## src/rtl/conv_sched.sv

```systemverilog
// Window scheduler for the 2D convolution engine: walks a KxK window over the
// pixel RAM, feeds the external MAC, and streams one result per window.
module conv_sched #(
    parameter int IMG_W = 8,
    parameter int IMG_H = 8,
    parameter int K     = 3
) (
    input  logic                                         clk,
    input  logic                                         rst_n,
    input  logic                                         start,
    output logic                                         busy,
    output logic                                         done,
    output logic                                         ram_rd_en,
    output logic [$clog2(IMG_W*IMG_H)-1:0]               ram_addr,
    input  logic [7:0]                                   ram_rdata,
    output logic                                         mac_en,
    output logic                                         mac_clr,
    output logic [7:0]                                   mac_pix,
    output logic [3:0]                                   mac_kidx,
    input  logic [15:0]                                  mac_acc,
    output logic                                         out_valid,
    output logic [15:0]                                  out_data,
    output logic [$clog2((IMG_W-K+1)*(IMG_H-K+1))-1:0]   out_idx,
    input  logic                                         out_ready
);

    // state    | meaning
    // IDLE     | waiting for start
    // FETCH    | one RAM read per kernel tap, K*K cycles
    // DRAIN    | last read data reaches the MAC
    // WAIT_ACC | accumulator settles, result captured
    // OUTPUT   | result offered downstream until accepted
    // DONE     | one-cycle completion pulse
    localparam logic [2:0] S_IDLE     = 3'd0;
    localparam logic [2:0] S_FETCH    = 3'd1;
    localparam logic [2:0] S_DRAIN    = 3'd2;
    localparam logic [2:0] S_WAIT_ACC = 3'd3;
    localparam logic [2:0] S_OUTPUT   = 3'd4;
    localparam logic [2:0] S_DONE     = 3'd5;

    localparam int OUT_W = IMG_W - K + 1;
    localparam int OUT_H = IMG_H - K + 1;
    localparam int NOUT  = OUT_W * OUT_H;
    localparam int KK    = K * K;
    localparam int AW    = $clog2(IMG_W * IMG_H);
    localparam int OW    = $clog2(NOUT);

    logic [2:0]    state;
    logic [3:0]    k;
    logic [3:0]    kc;
    logic [AW-1:0] tap_off;
    logic [AW-1:0] win_base;
    logic [OW-1:0] ocol;
    logic [OW-1:0] out_cnt;

    // Addresses are built incrementally (window base + tap offset) so no
    // multiplier or divider is needed on the read path.
    assign ram_rd_en = (state == S_FETCH);
    assign ram_addr  = (state == S_FETCH) ? (win_base + tap_off) : '0;
    assign busy      = (state != S_IDLE);
    assign done      = (state == S_DONE);
    assign out_valid = (state == S_OUTPUT);
    assign mac_pix   = mac_en ? ram_rdata : 8'd0;

    always_ff @(posedge clk or negedge rst_n) begin
        if (!rst_n) begin
            mac_en   <= 1'b0;
            mac_clr  <= 1'b0;
            mac_kidx <= 4'd0;
        end else begin
            mac_en   <= (state == S_FETCH);
            mac_clr  <= (state == S_FETCH) && (k == 4'd0);
            mac_kidx <= (state == S_FETCH) ? k : 4'd0;
        end
    end

    always_ff @(posedge clk or negedge rst_n) begin
        if (!rst_n) begin
            state    <= S_IDLE;
            k        <= 4'd0;
            kc       <= 4'd0;
            tap_off  <= '0;
            win_base <= '0;
            ocol     <= '0;
            out_cnt  <= '0;
            out_data <= 16'd0;
            out_idx  <= '0;
        end else begin
            case (state)
                S_IDLE: begin
                    if (start) begin
                        state    <= S_FETCH;
                        k        <= 4'd0;
                        kc       <= 4'd0;
                        tap_off  <= '0;
                        win_base <= '0;
                        ocol     <= '0;
                        out_cnt  <= '0;
                    end
                end
                S_FETCH: begin
                    if (k == 4'(KK - 1)) begin
                        state   <= S_DRAIN;
                        k       <= 4'd0;
                        kc      <= 4'd0;
                        tap_off <= '0;
                    end else begin
                        k <= k + 4'd1;
                        if (kc == 4'(K - 1)) begin
                            kc      <= 4'd0;
                            tap_off <= tap_off + AW'(IMG_W - K + 1);
                        end else begin
                            kc      <= kc + 4'd1;
                            tap_off <= tap_off + AW'(1);
                        end
                    end
                end
                S_DRAIN: state <= S_WAIT_ACC;
                S_WAIT_ACC: begin
                    out_data <= mac_acc;
                    out_idx  <= out_cnt;
                    state    <= S_OUTPUT;
                end
                S_OUTPUT: begin
                    if (out_ready) begin
                        if (out_cnt == OW'(NOUT - 1)) begin
                            state <= S_DONE;
                        end else begin
                            state   <= S_FETCH;
                            out_cnt <= out_cnt + OW'(1);
                            // Wrapping to the next row skips the K-1 columns
                            // a window cannot start in.
                            if (ocol == OW'(OUT_W - 1)) begin
                                ocol     <= '0;
                                win_base <= win_base + AW'(K);
                            end else begin
                                ocol     <= ocol + OW'(1);
                                win_base <= win_base + AW'(1);
                            end
                        end
                    end
                end
                S_DONE:  state <= S_IDLE;
                default: state <= S_IDLE;
            endcase
        end
    end

endmodule

```

## config.mk

```make
export PLATFORM = sky130hd
export DESIGN_NAME = conv_sched
export DESIGN_NICKNAME = d
export VERILOG_FILES = /design/src/rtl/conv_sched.sv
export SDC_FILE = /design/constraint.sdc
export NUM_CORES = 1
export LEC_CHECK = 0
export ABC_AREA = 1
export BUFFER_PORTS_ARGS = -buffer_cell sky130_fd_sc_hd__buf_2
export CORE_MARGIN = 8
export CORE_UTILIZATION = 49
export DETAILED_ROUTE_END_ITERATION = 16
export GPL_TIMING_DRIVEN = 0
export PLACE_DENSITY = 0.76
export SETUP_SLACK_MARGIN = 0.15
export SYNTH_ARGS = -nofsm -noshare
export SYNTH_HDL_FRONTEND = slang
export SYNTH_SLANG_ARGS = --single-unit
```

## constraint.sdc

```tcl
create_clock -name clk -period 1.78 [get_ports clk]
set_input_delay 0.178 -clock clk [delete_from_list [all_inputs] [get_ports clk]]
set_output_delay 0.178 -clock clk [all_outputs]
set_load 0.02 [all_outputs]
```

==> run summary, run 1 <==
Outcome = finished, violations left
Failing checks = negative setup slack
Synth Cell Area = 0.00349 mm²
Boundary Pins = 74
Leakage = 2.46 nW
Initial Util = 0.511
Ranking of synthesized cells by area = dfrtp_1 (45%), nand2_1 (13%), mux2_2 (6.8%)
Final Wtd Congestion = 0.847
Final number of hold-violating endpoints = 0
Critical path type = flop to primary output
Grt ovf = 0
Crit path launch = win_base[0]
Area share of the largest cell type after synthesis = 0.451
Post-route insts no fill = 635
Core area = 0.00683 mm²
Worst setup SP type = flop
Place WS = -0.165 ns
Fin crit period = 2.01 ns
Router iterations before antenna repair = 5
Mapped Nets = 463
Final ANT Viol Nets = 0
Clock skew = 0.00814 ns
Period utilization = 1.13
Total wire length = 8730 µm
Worst reg2reg startpoint = ocol[0]
Drt drc = 0
#FFs+latches synth = 63
Most area-hungry cell type in the Yosys netlist = dfrtp_1
Arr. time, crit path = 1.84 ns
H-tree Lvls = 3
CTS Root Cell = clkbuf_8
First-pass GRT wire length = 14000 µm
YS warnings = 0
Share of layout cells above drive strength 1 = 0.395
Inst Count DP = 586
Die ar. = 0.0101 mm²
RSZ-0062 raised after global routing = yes
IO Port Bufs = 73
Synth Area per Inst = 8.38 µm²
Hold Slack = 0.0515 ns
Vias = 3158
Clock power share = 0.173
Flop pwr share = 0.303
Die Span Y = 100 µm
Setup TNS = -0.814 ns
Worst Path Required = 1.60 ns
Netlist cell types = 29
Number of global-route vias before repair = 3128
Layout area overhead = 35.7%
Routed length per instance = 13.8 µm
Pint = 0.00407 W
Sequential share of the synthesized area = 0.451
Worst-Skew Late Latency = 0.35 ns
Maximum clock path buffer count = 2
Initial antenna violation count = 0
Max cap viols = 0
Clock sink count = 63
Worst-path fanout max = 2
Switching part of the total = 0.436
# diodes = 0
Worst Min Path Start = mac_acc[10]
Die X = 100 µm
Drt initial violations = 146
NetSw = 0.00315 W
Synthesized instance count = 417
Hpwl dp = 5800 µm
Largest net degree at the start of global routing = 64
Setup ws final = -0.234 ns
Measured slew at the worst slew-check pin = 0.789 ns
Fmax = 0.497 GHz
FP Rows = 30
Slew margin rel. = 0.474
Maximum VDD drop = 0.615 mV
Clk slew on worst S/H paths = 0.07 ns
Gate power share = 0.524
CTS tree = yes
CP Capture Type = primary output
Worst min path class = primary input to flop
Final setup violation count = 5
Max-slew violations = 0
Fin nets = 580
DR vias/cell = 4.97
GRT Overall Usage = 0.173
Pwr/cell area = 1520 mW/mm²
Num CTS Buffers = 9
-- sequential cells by signal, indices dropped and copies added (netlist names), 3 cells and up --
name,flops
win_base,6
state,3
out_cnt,6
tap_off,6
k,4
kc,4
out_idx,6
ocol,6
mac_kidx,4
out_data,16
-- what timing repair did --
action / in CTS / in global routing
setup buffers: 19 / 13
hold buffers: 0 / 1
pin swaps: 14 / 23
endpoints found under the setup margin: 12 / 26
resized for setup: 50 / 30
endpoints found under the hold margin: 0 / 63
-- metrics by stage --
step	instance area (µm²)	util	total power (W)
floorplan	3520	-	0.00435
global placement	4000	0.586	0.00518
detailed placement	4000	0.586	0.00528
CTS	4510	0.660	0.00690
global route	4740	0.694	0.00770
finish	4740	0.694	0.00722
-- power by group through the flow --
stage               combinational (W)  sequential, W  clock, W
floorplan                     0.00187        0.00248         0
global placement              0.00299        0.00220         0
detailed placement            0.00304        0.00224         0
CTS                           0.00346        0.00219   0.00126
global route                  0.00414        0.00224   0.00133
finish                        0.00379        0.00219   0.00125
-- worst paths after layout --
kind | cells past startpoint | to | slack (ns)
worst max-delay path | 9 | ram_addr[2] | -0.23
worst min-delay path | 2 | out_data[10] | 0.05
worst max register to register | 9 | win_base[2] | 0.13
worst min register to register | 1 | mac_clr | 0.43
max in group asynchronous | 2 | win_base[3] | 0.76
min in group asynchronous | 2 | kc[1] | 0.44
-- cell usage in the layout (no fill, tap or decap), drive strengths merged, types with 2 or more instances in the layout --
| cell | instances |
|---|---|
| nand2 | 126 |
| buf | 111 |
| dfrtp | 63 |
| inv | 50 |
| nor2 | 45 |
| nand3 | 28 |
| mux2 | 21 |
| o21ai | 16 |
| ha | 16 |
| clkbuf | 11 |
| a21oi | 9 |
| xor2 | 7 |
| nand4 | 6 |
| xnor2 | 5 |
| nor3 | 4 |
| clkinv | 4 |
| o21a | 3 |
| nand3b | 3 |
| o22ai | 2 |
| fa | 2 |
| clkinvlp | 2 |
-- worst max-delay path, cell delays in order, from the launching register on --
cell and delay (ns):
dfrtp_2 0.40, ha_4 0.15, inv_2 0.04, fa_2 0.33, inv_2 0.07, buf_4 0.11, buf_6 0.09, o21ai_2 0.05
a21oi_2 0.12, buf_6 0.13
-- cells in the mapped netlist --
master and count:
nand2_1 124, dfrtp_1 63, inv_1 47, nor2_1 42
nand3_1 25, mux2_2 21, ha_1 16, o21ai_0 16
a21oi_1 9, xor2_1 7, nand4_1 6, xnor2_1 5
nor3_1 4, buf_2 3, nand3_2 3, nand3b_1 3
nor2_4 3, o21a_1 3, buf_6 2, clkbuf_1 2
fa_1 2, inv_2 2, nand2_4 2, o22ai_1 2
and2_0 1, buf_4 1, clkinv_1 1, o211ai_1 1
or2_2 1
-- cells by family (layout without fill, tap and decap cells) --
kind of cell,Yosys count,after routing,synth area share
mux,21,21,0.0677
fa+ha+maj,18,18,0.0688
flops,63,63,0.451
simple gates,214,214,0.265
compound gates,31,31,0.0480
xor+xnor,12,12,0.0301
buf+inv,58,180,0.0688
-- final cells by class --
class                      instances  area, µm²
fill                             526       2090
clock buffer                       9        124
clock inverter                     7       72.6
inverter                          50        198
sequential                        63       1590
tap                               96        120
multi-input combinational        296       1890
timing repair buffer             106        683
buffer                             8       58.8
-- layer usage --
| layer | routed length, µm | part of all wire | track usage |
|---|---|---|---|
| met1 | 3530 | 0.40 | 0.191 |
| met2 | 4260 | 0.49 | 0.301 |
| met3 | 726 | 0.083 | 0.0533 |
| met4 | 212 | 0.024 | 0.0744 |
| met5 | 0 | 0 | 0 |
Power figures use the tool's default switching activity.
==> run 2, diff against run 1 <==
--- a/config.mk
+++ b/config.mk
@@ -7,6 +7,7 @@
 export LEC_CHECK = 0
 export ABC_AREA = 1
 export BUFFER_PORTS_ARGS = -buffer_cell sky130_fd_sc_hd__buf_2
+export CAP_MARGIN = 20
 export CORE_MARGIN = 8
 export CORE_UTILIZATION = 49
 export DETAILED_ROUTE_END_ITERATION = 16
==> constraint.sdc (replaced) <==
create_clock -name clk -period 1.8 [get_ports clk]
set_input_delay 0.09 -clock clk [delete_from_list [all_inputs] [get_ports clk]]
set_output_delay 0.09 -clock clk [all_outputs]
set_load 0.02 [all_outputs]
==> run summary, run 2 (synthesis results as in run 1) <==
Crit-path cells = ha_4 > inv_4 > fa_2 > inv_2 > nand2_1 > nand2_1 > a21oi_2 > nand2_1 > nand2_1 > nor2_2 > buf_6
FP Rows = 30
Max-slew violations = 0
Placed inst area = 0.00401 mm²
Final number of hold-violating endpoints = 0
Fin nets = 588
Grt ovf = 0
Setup ws final = -0.179 ns
WHS Path Cells = 3
Most frequent cells in the layout = nand2_1 (120), buf_2 (72), dfrtp_1 (52), inv_1 (43), nor2_1 (35)
Number of flip-flops in the largest register = 16
Max cap viols = 0
Number of fill cells = 537
Design Area, Final = 0.00477 mm²
Pwr/cell area = 1460 mW/mm²
First-pass GRT wire length = 14900 µm
Slew margin rel. = 0.497
Routed length per instance = 14.2 µm
Initial antenna violation count = 0
Share of layout cells above drive strength 1 = 0.358
Layout area overhead = 36.5%
Worst Path Required = 1.71 ns
DR vias/cell = 4.96
Hpwl dp = 5970 µm
CP top delay family = adder cells
Maximum VDD drop = 0.635 mV
Vias = 3189
Final setup violation count = 5
Final ANT Viol Nets = 0
Worst setup SP type = flop
CP Capture Type = primary output
Failing checks = negative setup slack
Die ar. = 0.0101 mm²
Period utilization = 1.10
Router iterations before antenna repair = 5
Hold Slack = 0.122 ns
Top reg by flops = out_data
Num CTS Buffers = 9
Boundary Pins = 74
Number of cells on the critical path = 11
Worst path slowest cell = dfrtp_2
R2r worst-path depth = 8
CTS tree = yes
Die X = 100 µm
GRT Overall Usage = 0.186
Fmax = 0.505 GHz
Initial Util = 0.511
Largest stage delay, worst path = 0.40 ns
Worst min path class = primary input to flop
Worst-path fanout max = 2
Drt initial violations = 111
Largest net degree at the start of global routing = 34
IO Port Bufs = 73
CTS Root Cell = clkbuf_8
H-tree Lvls = 3
# diodes = 0
Maximum clock path buffer count = 2
Arr. time, crit path = 1.89 ns
Die Span Y = 100 µm
Clk slew on worst S/H paths = 0.07 ns
Outcome = finished, violations left
Measured slew at the worst slew-check pin = 0.754 ns
Core area = 0.00683 mm²
Leakage = 2.47 nW
Final Wtd Congestion = 0.865
Buf/Inv on CP = 3
Fin crit period = 1.98 ns
Critical path type = flop to primary output
Number of global-route vias before repair = 3267
RSZ-0062 raised after global routing = yes
Clock sink count = 63
Drt drc = 0
Worst-Skew Late Latency = 0.36 ns
Clock skew = 0.00968 ns
Cell mode on critical path = nand2_1
Most common cell after layout, fill and taps aside = nand2_1
Total wire length = 9100 µm
-- run 2: metal layers --
metal / global-route usage / vias up / part of all wire
li1: - / 1573 / -
met3: 0.0533 / 27 / 0.076
met2: 0.315 / 105 / 0.48
met5: 0 / - / 0
met4: 0.109 / 0 / 0.036
met1: 0.203 / 1484 / 0.41
-- run 2: final timing paths --
| kind | start | endpoint | slack [ns] |
|---|---|---|---|
| setup / recovery | win_base[0] | ram_addr[4] | -0.18 |
| hold / removal | out_ready | state[2] | 0.12 |
| setup reg to reg | state[1] | tap_off[0] | 0.12 |
| hold reg to reg | k[3] | mac_clr | 0.44 |
| max in group asynchronous | rst_n | state[0] | 0.82 |
| min in group asynchronous | rst_n | tap_off[1] | 0.34 |
-- run 2: power breakdown --
group	internal, W	switching, W	leakage (nW)
sequential	0.00186	0.000312	0.804
clock	0.000652	0.000614	0.0964
combinational	0.00134	0.00216	1.57
total	0.00385	0.00309	2.47
-- run 2: cell type report --
class / instances / area, µm² / share of cell area
well taps: 96 / 120 / 0.0252
repair buffers: 114 / 761 / 0.160
plain buffers: 8 / 52.6 / 0.0110
multi-input cells: 296 / 1850 / 0.387
clock buffers: 9 / 124 / 0.0260
flip-flops and latches: 63 / 1590 / 0.334
inverters: 50 / 194 / 0.0407
clock inverters: 7 / 80.1 / 0.0168
-- run 2: worst register-to-register path, cell delays in order (launching register included) --
cell	delay, ns
dfrtp_1	0.46
inv_1	0.15
nand2_1	0.07
nor2_1	0.14
nand2_1	0.16
nand2_1	0.28
nand2_1	0.12
nand2_1	0.09
o21ai_0	0.08
-- run 2: repair_timing --
item | in CTS | in global routing
buffers inserted | 14 | 9
endpoints found under the setup margin | 12 | 20
pin swaps | 8 | 10
hold endpoints to repair | 46 | 0
gates resized for setup | 33 | 28
hold buffers | 17 | 0
-- run 2: through the flow --
stage               worst slack, ns  cells   util  setup TNS [ns]  power, W
floorplan                     0.157    417      -               0   0.00429
finish                       -0.179    643  0.698          -0.447   0.00694
CTS                          -0.149    634  0.675          -0.356   0.00677
global route                 -0.295    643  0.698          -0.864   0.00742
detailed placement          -0.0849    587  0.587         -0.0849   0.00522
global placement            -0.0259    586  0.584         -0.0259   0.00512
